### src/rtl/uart_dbg_master.sv
// UART-to-register-bus debug bridge: decodes W/R host frames from the RX byte
// stream, runs one register bus transaction and answers through the TX byte port.
module uart_dbg_master #(
    parameter int         TIMEOUT_CYCLES = 100000,
    parameter logic [7:0] CMD_WR         = 8'h57,
    parameter logic [7:0] CMD_RD         = 8'h52
) (
    input  logic        clk,
    input  logic        rst,
    input  logic        rvld,
    input  logic [7:0]  rdata,
    output logic        tvld,
    output logic [7:0]  tdata,
    input  logic        trdy,
    input  logic        bus_gnt,
    output logic        bus_req,
    output logic        reg_bus_we,
    output logic        reg_bus_rd,
    output logic [31:0] reg_bus_addr,
    output logic [31:0] reg_bus_wdat,
    input  logic [31:0] reg_bus_rdat,
    output logic        rx_drop,
    output logic        timeout
);
    localparam int TW = $clog2(TIMEOUT_CYCLES + 1);

    typedef enum logic [2:0] {IDLE, ADDR, DATA, BUS, RESP, ERR} state_t;

    state_t        state, state_nx;
    logic          is_wr;
    logic [1:0]    byte_cnt;
    logic [1:0]    tx_cnt;
    logic [31:0]   resp_buf;
    logic [TW-1:0] to_cnt;
    logic          in_frame, expire, last_tx, tx_done;

    assign in_frame = (state == ADDR) || (state == DATA);
    // A byte arriving in the expiry cycle wins over the timeout.
    assign expire   = in_frame && !rvld && (to_cnt == TW'(TIMEOUT_CYCLES));
    assign last_tx  = (state == ERR) || is_wr || (tx_cnt == 2'd3);
    assign tx_done  = tvld && trdy && last_tx;

    assign bus_req    = (state == BUS);
    assign reg_bus_we = bus_req && bus_gnt && is_wr;
    assign reg_bus_rd = bus_req && bus_gnt && !is_wr;

    always_ff @(posedge clk) begin
        if (rst) state <= IDLE;
        else     state <= state_nx;
    end

    always_comb begin
        state_nx = state;
        case (state)
            IDLE: if (rvld) state_nx = (rdata == CMD_WR || rdata == CMD_RD) ? ADDR : ERR;
            ADDR: begin
                if (rvld && byte_cnt == 2'd3) state_nx = is_wr ? DATA : BUS;
                else if (expire)              state_nx = IDLE;
            end
            DATA: begin
                if (rvld && byte_cnt == 2'd3) state_nx = BUS;
                else if (expire)              state_nx = IDLE;
            end
            BUS:  if (bus_gnt) state_nx = RESP;
            RESP: if (tx_done) state_nx = IDLE;
            ERR:  if (tx_done) state_nx = IDLE;
            default: state_nx = IDLE;
        endcase
    end

    always_ff @(posedge clk) begin
        if (rst) begin
            is_wr        <= 1'b0;
            byte_cnt     <= 2'd0;
            tx_cnt       <= 2'd0;
            resp_buf     <= 32'h0;
            to_cnt       <= '0;
            tvld         <= 1'b0;
            tdata        <= 8'h0;
            reg_bus_addr <= 32'h0;
            reg_bus_wdat <= 32'h0;
            rx_drop      <= 1'b0;
            timeout      <= 1'b0;
        end else begin
            rx_drop <= rvld && (state == BUS || state == RESP || state == ERR);
            timeout <= expire;

            if (in_frame && !rvld && !expire) to_cnt <= to_cnt + TW'(1);
            else                              to_cnt <= '0;

            case (state)
                IDLE: if (rvld) begin
                    is_wr    <= (rdata == CMD_WR);
                    byte_cnt <= 2'd0;
                end
                ADDR: if (rvld) begin
                    reg_bus_addr <= {reg_bus_addr[23:0], rdata};
                    byte_cnt     <= byte_cnt + 2'd1;
                end
                DATA: if (rvld) begin
                    reg_bus_wdat <= {reg_bus_wdat[23:0], rdata};
                    byte_cnt     <= byte_cnt + 2'd1;
                end
                BUS: begin
                    tx_cnt <= 2'd0;
                    if (reg_bus_rd) resp_buf <= reg_bus_rdat;
                end
                RESP, ERR: begin
                    // Read data leaves MSB first; the buffer shifts up as bytes go out.
                    if (!tvld) begin
                        tvld  <= 1'b1;
                        tdata <= (state == ERR) ? 8'h45 : (is_wr ? 8'h4B : resp_buf[31:24]);
                    end else if (trdy) begin
                        tx_cnt <= tx_cnt + 2'd1;
                        if (last_tx) begin
                            tvld <= 1'b0;
                        end else begin
                            tdata    <= resp_buf[23:16];
                            resp_buf <= {resp_buf[23:0], 8'h0};
                        end
                    end
                end
                default: ;
            endcase
        end
    end
endmodule

### config.mk
export PLATFORM = sky130hd
export DESIGN_NAME = uart_dbg_master
export DESIGN_NICKNAME = d
export VERILOG_FILES = /design/src/rtl/uart_dbg_master.sv
export SDC_FILE = /design/constraint.sdc
export NUM_CORES = 1
export LEC_CHECK = 0
export CORE_MARGIN = 2
export CORE_UTILIZATION = 35
export CTS_CLUSTER_SIZE = 16
export DETAILED_ROUTE_END_ITERATION = 10
export HOLD_SLACK_MARGIN = 0.03
export PLACE_DENSITY = 0.62
export SLEW_MARGIN = 30
export SYNTH_ARGS = -nofsm -noshare
export SYNTH_HDL_FRONTEND = slang
export SYNTH_SLANG_ARGS = --single-unit
### constraint.sdc
create_clock -name clk -period 3.1 [get_ports clk]
set_input_delay 0.62 -clock clk [delete_from_list [all_inputs] [get_ports clk]]
set_output_delay 0.62 -clock clk [all_outputs]
set_load 0.005 [all_outputs]
==> results of run 1 <==
==> cells by family after synthesis <==
group / after synthesis
adders and majority gates: 4
muxes: 3
AOI/OAI and AO/OA: 162
DFF: 132
buffers and inverters: 63
and+or+nand+nor: 283
xor gates and xnor gates: 16
==> synthesized netlist by cell type, types with 2 or more instances <==
master       n
a211oi_1     3
a21oi_1    101
a221o_1      3
a221oi_1     5
a22o_1       8
a311oi_1     5
a311oi_2    20
a31oi_1      2
and2_1       2
and3_1       2
buf_1        3
buf_2       16
buf_4        3
buf_6        3
clkbuf_1    26
dfxtp_1    132
ha_1         4
inv_1       11
nand2_1    188
nand2b_1     6
nand3_1      7
nand4_1      5
nand4bb_1    2
nor2_1      28
nor2b_1      7
nor3_1      11
nor3b_1      2
nor4_1       7
nor4b_1      2
nor4bb_1     2
o21ai_0      5
or2_2        3
or3_1        2
xnor2_1     13
xor2_1       3
==> report_power, final <==
part           total [mW]  internal [mW]  switching, mW
Combinational       0.816          0.355          0.460
Clock                1.79           1.03          0.762
Sequential           1.88           1.81         0.0685
==> state kept, by name, summed over array words and instances (netlist names) <==
signal / cells
to_cnt: 17
tvld: 1
byte_cnt: 2
reg_bus_addr: 32
is_wr: 1
tx_cnt: 2
timeout: 1
resp_buf: 32
reg_bus_wdat: 32
rx_drop: 1
state: 3
tdata: 8
==> worst max-delay path, stage by stage <==
cell	delay (ns)
clkdlybuf4s50_1	0.54
nand2b_1	0.14
nor2_1	0.11
clkdlybuf4s50_1	0.52
==> routing by layer <==
layer  global-route usage, %  up-vias
met2                    26.7      121
met5                       0        -
met3                    4.40       21
met4                    6.57        0
li1                        -     2494
met1                    21.0     2299
==> worst max-delay path by stage <==
stage,cells past startpoint,slack [ns],to,from
floorplan,6,1.36,resp_buf[14]$_SDFFE_PP0P_,trdy
global placement,5,0.55,reg_bus_wdat[4]$_SDFFE_PP0P_,rvld
detailed placement,5,0.52,reg_bus_wdat[14]$_SDFFE_PP0P_,rvld
CTS,4,0.54,reg_bus_rd,bus_gnt
global route,4,0.47,reg_bus_rd,bus_gnt
finish,4,0.56,reg_bus_rd,bus_gnt
==> layout make-up <==
cell class,count,share of cell area (%)
clock buffers,18,5.71
clock inverters,13,1.37
inverters,11,0.550
multi-input cells,468,35.7
flip-flops and latches,132,35.2
well taps,216,3.60
repair buffers,139,17.9
==> results.toml, run 1 <==
[worst_setup_path]
required_ns = 2.48
r2r_slack_ns = 1.11
start_kind = "primary input"
path_class = "primary input to output pin"
r2r-end = "to_cnt[7]$_SDFF_PP0_"
rr_startpoint = "state[0]$_SDFFE_PP0P_"
worstPathArrival_ns = 1.92
worst_setup_path_end_kind = "output pin"
path_max_fanout = 4
ff2ff_path_depth = 5

[finish]
multi_input_area_sq_um = 2680
fill_cells = 1552
fin_util_pct = 47.6
diodes = 0
final_common_cell = "nand2_1"
drive_above_1_share_pct = 10.5
syn2layout_area_growth_pct = 33.9
layout_common_cells = "nand2_1 (188), dfxtp_1 (132), clkdlybuf4s50_1 (121), a21oi_1 (101), nor2_1 (26)"
final_area_sq_um = 7510
regArea_sq_um = 2640
fin_cells = 997
final_nets = 818

[die]
die_w_um = 131
dieArea_sq_um = 17100
rows = 46
core_area_sq_um = 15800
io_pins = 123
start_util_pct = 35.6
chipHeight_um = 131

[global_route]
grt.total_usage_pct = 16.5
gr-total-overflow = 0
grt_pass1_vias = 4581
grt_pass1_wl_um = 22100
antenna_found_initial = 0
grt_max_degree = 67

[timing]
fmaxAchievable_mhz = 393
rsz0062_at_grt = "false"
hold_viol = 0
skew_ns = 0.00636
fin_hold_ws_ns = 0.433
finalCritPeriodShare_pct = 82.1
slew_headroom_pct = 54.0
period_needed_ns = 2.54
worst_slew_pin_slew_ns = 0.690
worst_slack_ns = 0.556
setup_tns_ns = 0
finalMaxSlewViolations = 0
setup_viol = 0

[logic_synthesis]
syn_inst = 663
synth_compound_area_share_pct = 20.9
syn_avg_cell_area_sq_um = 8.46
synthAdderAreaFrac_pct = 0.892
synth_top_family_by_area = "simple AND/OR/NAND/NOR gates"
synth_edf_count = 0
async_flop_share_pct = 0
synth_ff_type = "dfxtp_1"
netlist_area_sq_um = 5610
syn-num-nets = 712
synthTopCellsByArea = "dfxtp_1 (47%), nand2_1 (13%), a21oi_1 (9.0%)"
synth_xor_area_share_pct = 2.50
synth.mux.area_fraction_pct = 0.781
ys_seq_elements = 132
yosysTopAreaCell = "dfxtp_1"
synthDistinctLibCells = 56
synth-seq-area-share_pct = 47.1
synthSimpleGateAreaFrac_pct = 22.6
synth_top_area_share_pct = 47.1
ys_warn_count = 0

[pwr]
ir_drop_mv = 0.364
total_power_mw = 4.48
powerDensity_nw_per_um2 = 596
leakagePower_nw = 2.48

[cts]
clk_path_buf_depth = 2
cts.sinks = 132
post_cts_resized = 0
clk_latency_ns = 0.42
clkTransAtPathRegs_ns = 0.05
cts_tree = "yes"
cts_hold_buf = 0
cts_buffers = 17
cts_setup_buffers = 0
htree_levels = 4
root_buffer = "clkbuf_16"

[run_status]
status = "finished, final reports clean"

[place]
place_inst = 966
pre_cts_ws_ns = 0.520
gp_congestion = 0.817
placed_area_sq_um = 6980
portBuffers = 122
dpl.hpwl_um = 9660

[min_path]
hold_path.class = "primary input to flop"
whs_path_depth = 2
worstHoldEndpoint = "reg_bus_wdat[23]$_SDFFE_PP0P_"
hp-start = "rst"

[routing]
first_pass_iters = 4
ant_nets = 0
vias = 4935
wl_met3_um = 537
routed.top_layer = "met4"
wl_met2_um = 6880
routed_wl_um = 14000
drt_iter0_drc = 283
routed_via_density = 4.95
drt_drc_violations_left = 0
wl_met1_um = 6330
post_drt_wl_per_cell_um = 14.0

[flow_run]
drv_cap = 0
No activity file was read; power rests on OpenSTA's default activity.
==> inputs of run 2 (changes only) <==
==> constraint.sdc (replaced) <==
create_clock -name clk -period 2.5 [get_ports clk]
set_input_delay 0.5 -clock clk [delete_from_list [all_inputs] [get_ports clk]]
set_output_delay 0.5 -clock clk [all_outputs]
set_load 0.005 [all_outputs]
==> results.toml, run 2 (synthesized netlist as in run 1, its figures left out) <==
[routing]
routed_wl_um = 14000
vias = 4927
drt_drc_violations_left = 0
drt_iter0_drc = 372
first_pass_iters = 4
routed_via_density = 4.96
ant_nets = 0
post_drt_wl_per_cell_um = 14.1

[finish]
fin_util_pct = 48.3
diodes = 0
largestRegisters = "reg_bus_addr (32), reg_bus_wdat (32), resp_buf (32)"
final_common_cell = "nand2_1"
multi_input_area_sq_um = 2680
fill_cells = 1522
layout_common_cells = "nand2_1 (188), dfxtp_1 (132), clkdlybuf4s50_1 (121), a21oi_1 (101), nor2_1 (26)"
final_nets = 818
syn2layout_area_growth_pct = 35.9
regArea_sq_um = 2640
drive_above_1_share_pct = 10.2

[worst_setup_path]
rr_startpoint = "state[1]$_SDFFE_PP0P_"
ff2ff_path_depth = 6
start_kind = "flop"
path_cells = "nand3b_4 > inv_1 > and3_1 > clkdlybuf4s50_1"
r2r_slack_ns = 0.34
crit_slowest_cell = "dfxtp_1"
r2r-end = "resp_buf[3]$_SDFFE_PP0P_"
path_class = "flop to output pin"
max_stage_delay_ns = 0.47
path_max_fanout = 7
worst_setup_path_end_kind = "output pin"
worstPathArrival_ns = 1.84
required_ns = 2.00

[timing]
setup_tns_ns = 0
fmaxAchievable_mhz = 426
slew_headroom_pct = 44.9
worst_slew_pin_slew_ns = 0.820
finalMaxSlewViolations = 0
setup_viol = 0
finalCritPeriodShare_pct = 93.8
hold_viol = 0
period_needed_ns = 2.34
skew_ns = 0.0195
rsz0062_at_grt = "false"

[pwr]
leakagePower_nw = 2.52
ir_drop_mv = 0.452
powerDensity_nw_per_um2 = 763
total_power_mw = 5.81

[min_path]
hp-start = "reg_bus_wdat[27]$_SDFFE_PP0P_"
whs_path_depth = 2
hold_path.class = "flop to flop"
worstHoldEndpoint = "reg_bus_wdat[27]$_SDFFE_PP0P_"

[global_route]
grt_pass1_vias = 4657
antenna_found_initial = 0
gr-total-overflow = 0
grt_max_degree = 67
grt_pass1_wl_um = 22600
grt.total_usage_pct = 16.7

[cts]
cts_setup_buffers = 0
root_buffer = "clkbuf_16"
post_cts_resized = 0
cts_buffers = 17
cts.sinks = 132
cts_hold_buf = 0
clk_latency_ns = 0.42
clk_path_buf_depth = 2
htree_levels = 4
cts_tree = "yes"
clkTransAtPathRegs_ns = 0.05

[flow_run]
drv_cap = 0

[die]
chipHeight_um = 131
rows = 46
io_pins = 123
die_w_um = 131
core_area_sq_um = 15800
start_util_pct = 35.6
dieArea_sq_um = 17100

[run_status]
status = "finished, final reports clean"

[place]
gp_congestion = 0.815
portBuffers = 122
dpl.hpwl_um = 9700
## run 2: cell type report
cell class,count,area share [%]
Timing Repair Buffer,139,18.5
Clock inverter,9,1.76
Inverter,11,0.542
Tap cell,216,3.55
Clock buffer,19,5.81
Sequential cell,132,34.7
Multi-Input combinational cell,468,35.2
## run 2: how the worst max path moves through the flow
stage | depth (start not counted) | startpoint | endpoint | slack [ns]
final | 4 | state[2]$_SDFFE_PP0P_ | reg_bus_we | 0.16
after global routing | 4 | state[2]$_SDFFE_PP0P_ | reg_bus_we | 0.07
after CTS | 4 | state[2]$_SDFFE_PP0P_ | reg_bus_we | 0.13
after detailed placement | 6 | trdy | resp_buf[3]$_SDFFE_PP0P_ | 0.12
after global placement | 6 | trdy | resp_buf[2]$_SDFFE_PP0P_ | 0.20
after floorplan | 6 | tx_cnt[0]$_SDFFE_PP0P_ | resp_buf[14]$_SDFFE_PP0P_ | 0.86
## run 2: power breakdown
group	total, mW	internal [mW]	leakage [nW]	switching (mW)
combinational	1.04	0.465	1.18	0.571
clock	2.43	1.57	0.269	0.863
sequential	2.34	2.24	1.07	0.102
total	5.81	4.28	2.52	1.54
## run 2: stage by stage
step	hold slack (ns)	worst slack [ns]	cell area, sq um	std cells
3_3_place_gp	0.443	0.198	7040	966
6_report	0.451	0.155	7620	994
3_5_place_dp	0.446	0.118	7040	966
5_1_grt	0.472	0.0687	7620	994
4_1_cts	0.455	0.130	7620	994
2_1_floorplan	0.430	0.857	5610	663
## run 2: per-layer routing
layer  vias up  track usage [%]  wire, um
li1       2498                -         -
met1      2319             21.9      6360
met2        98             26.9      6930
met3        12             3.83       541
met4         0             6.32       192
met5         -                0         0
## run 2: critical path: cells and delay by family (launching register included)
family	cells	cell delay, ns
buffers and inverters	2	0.54
AND/OR/NAND/NOR	2	0.43
flip-flops	1	0.47
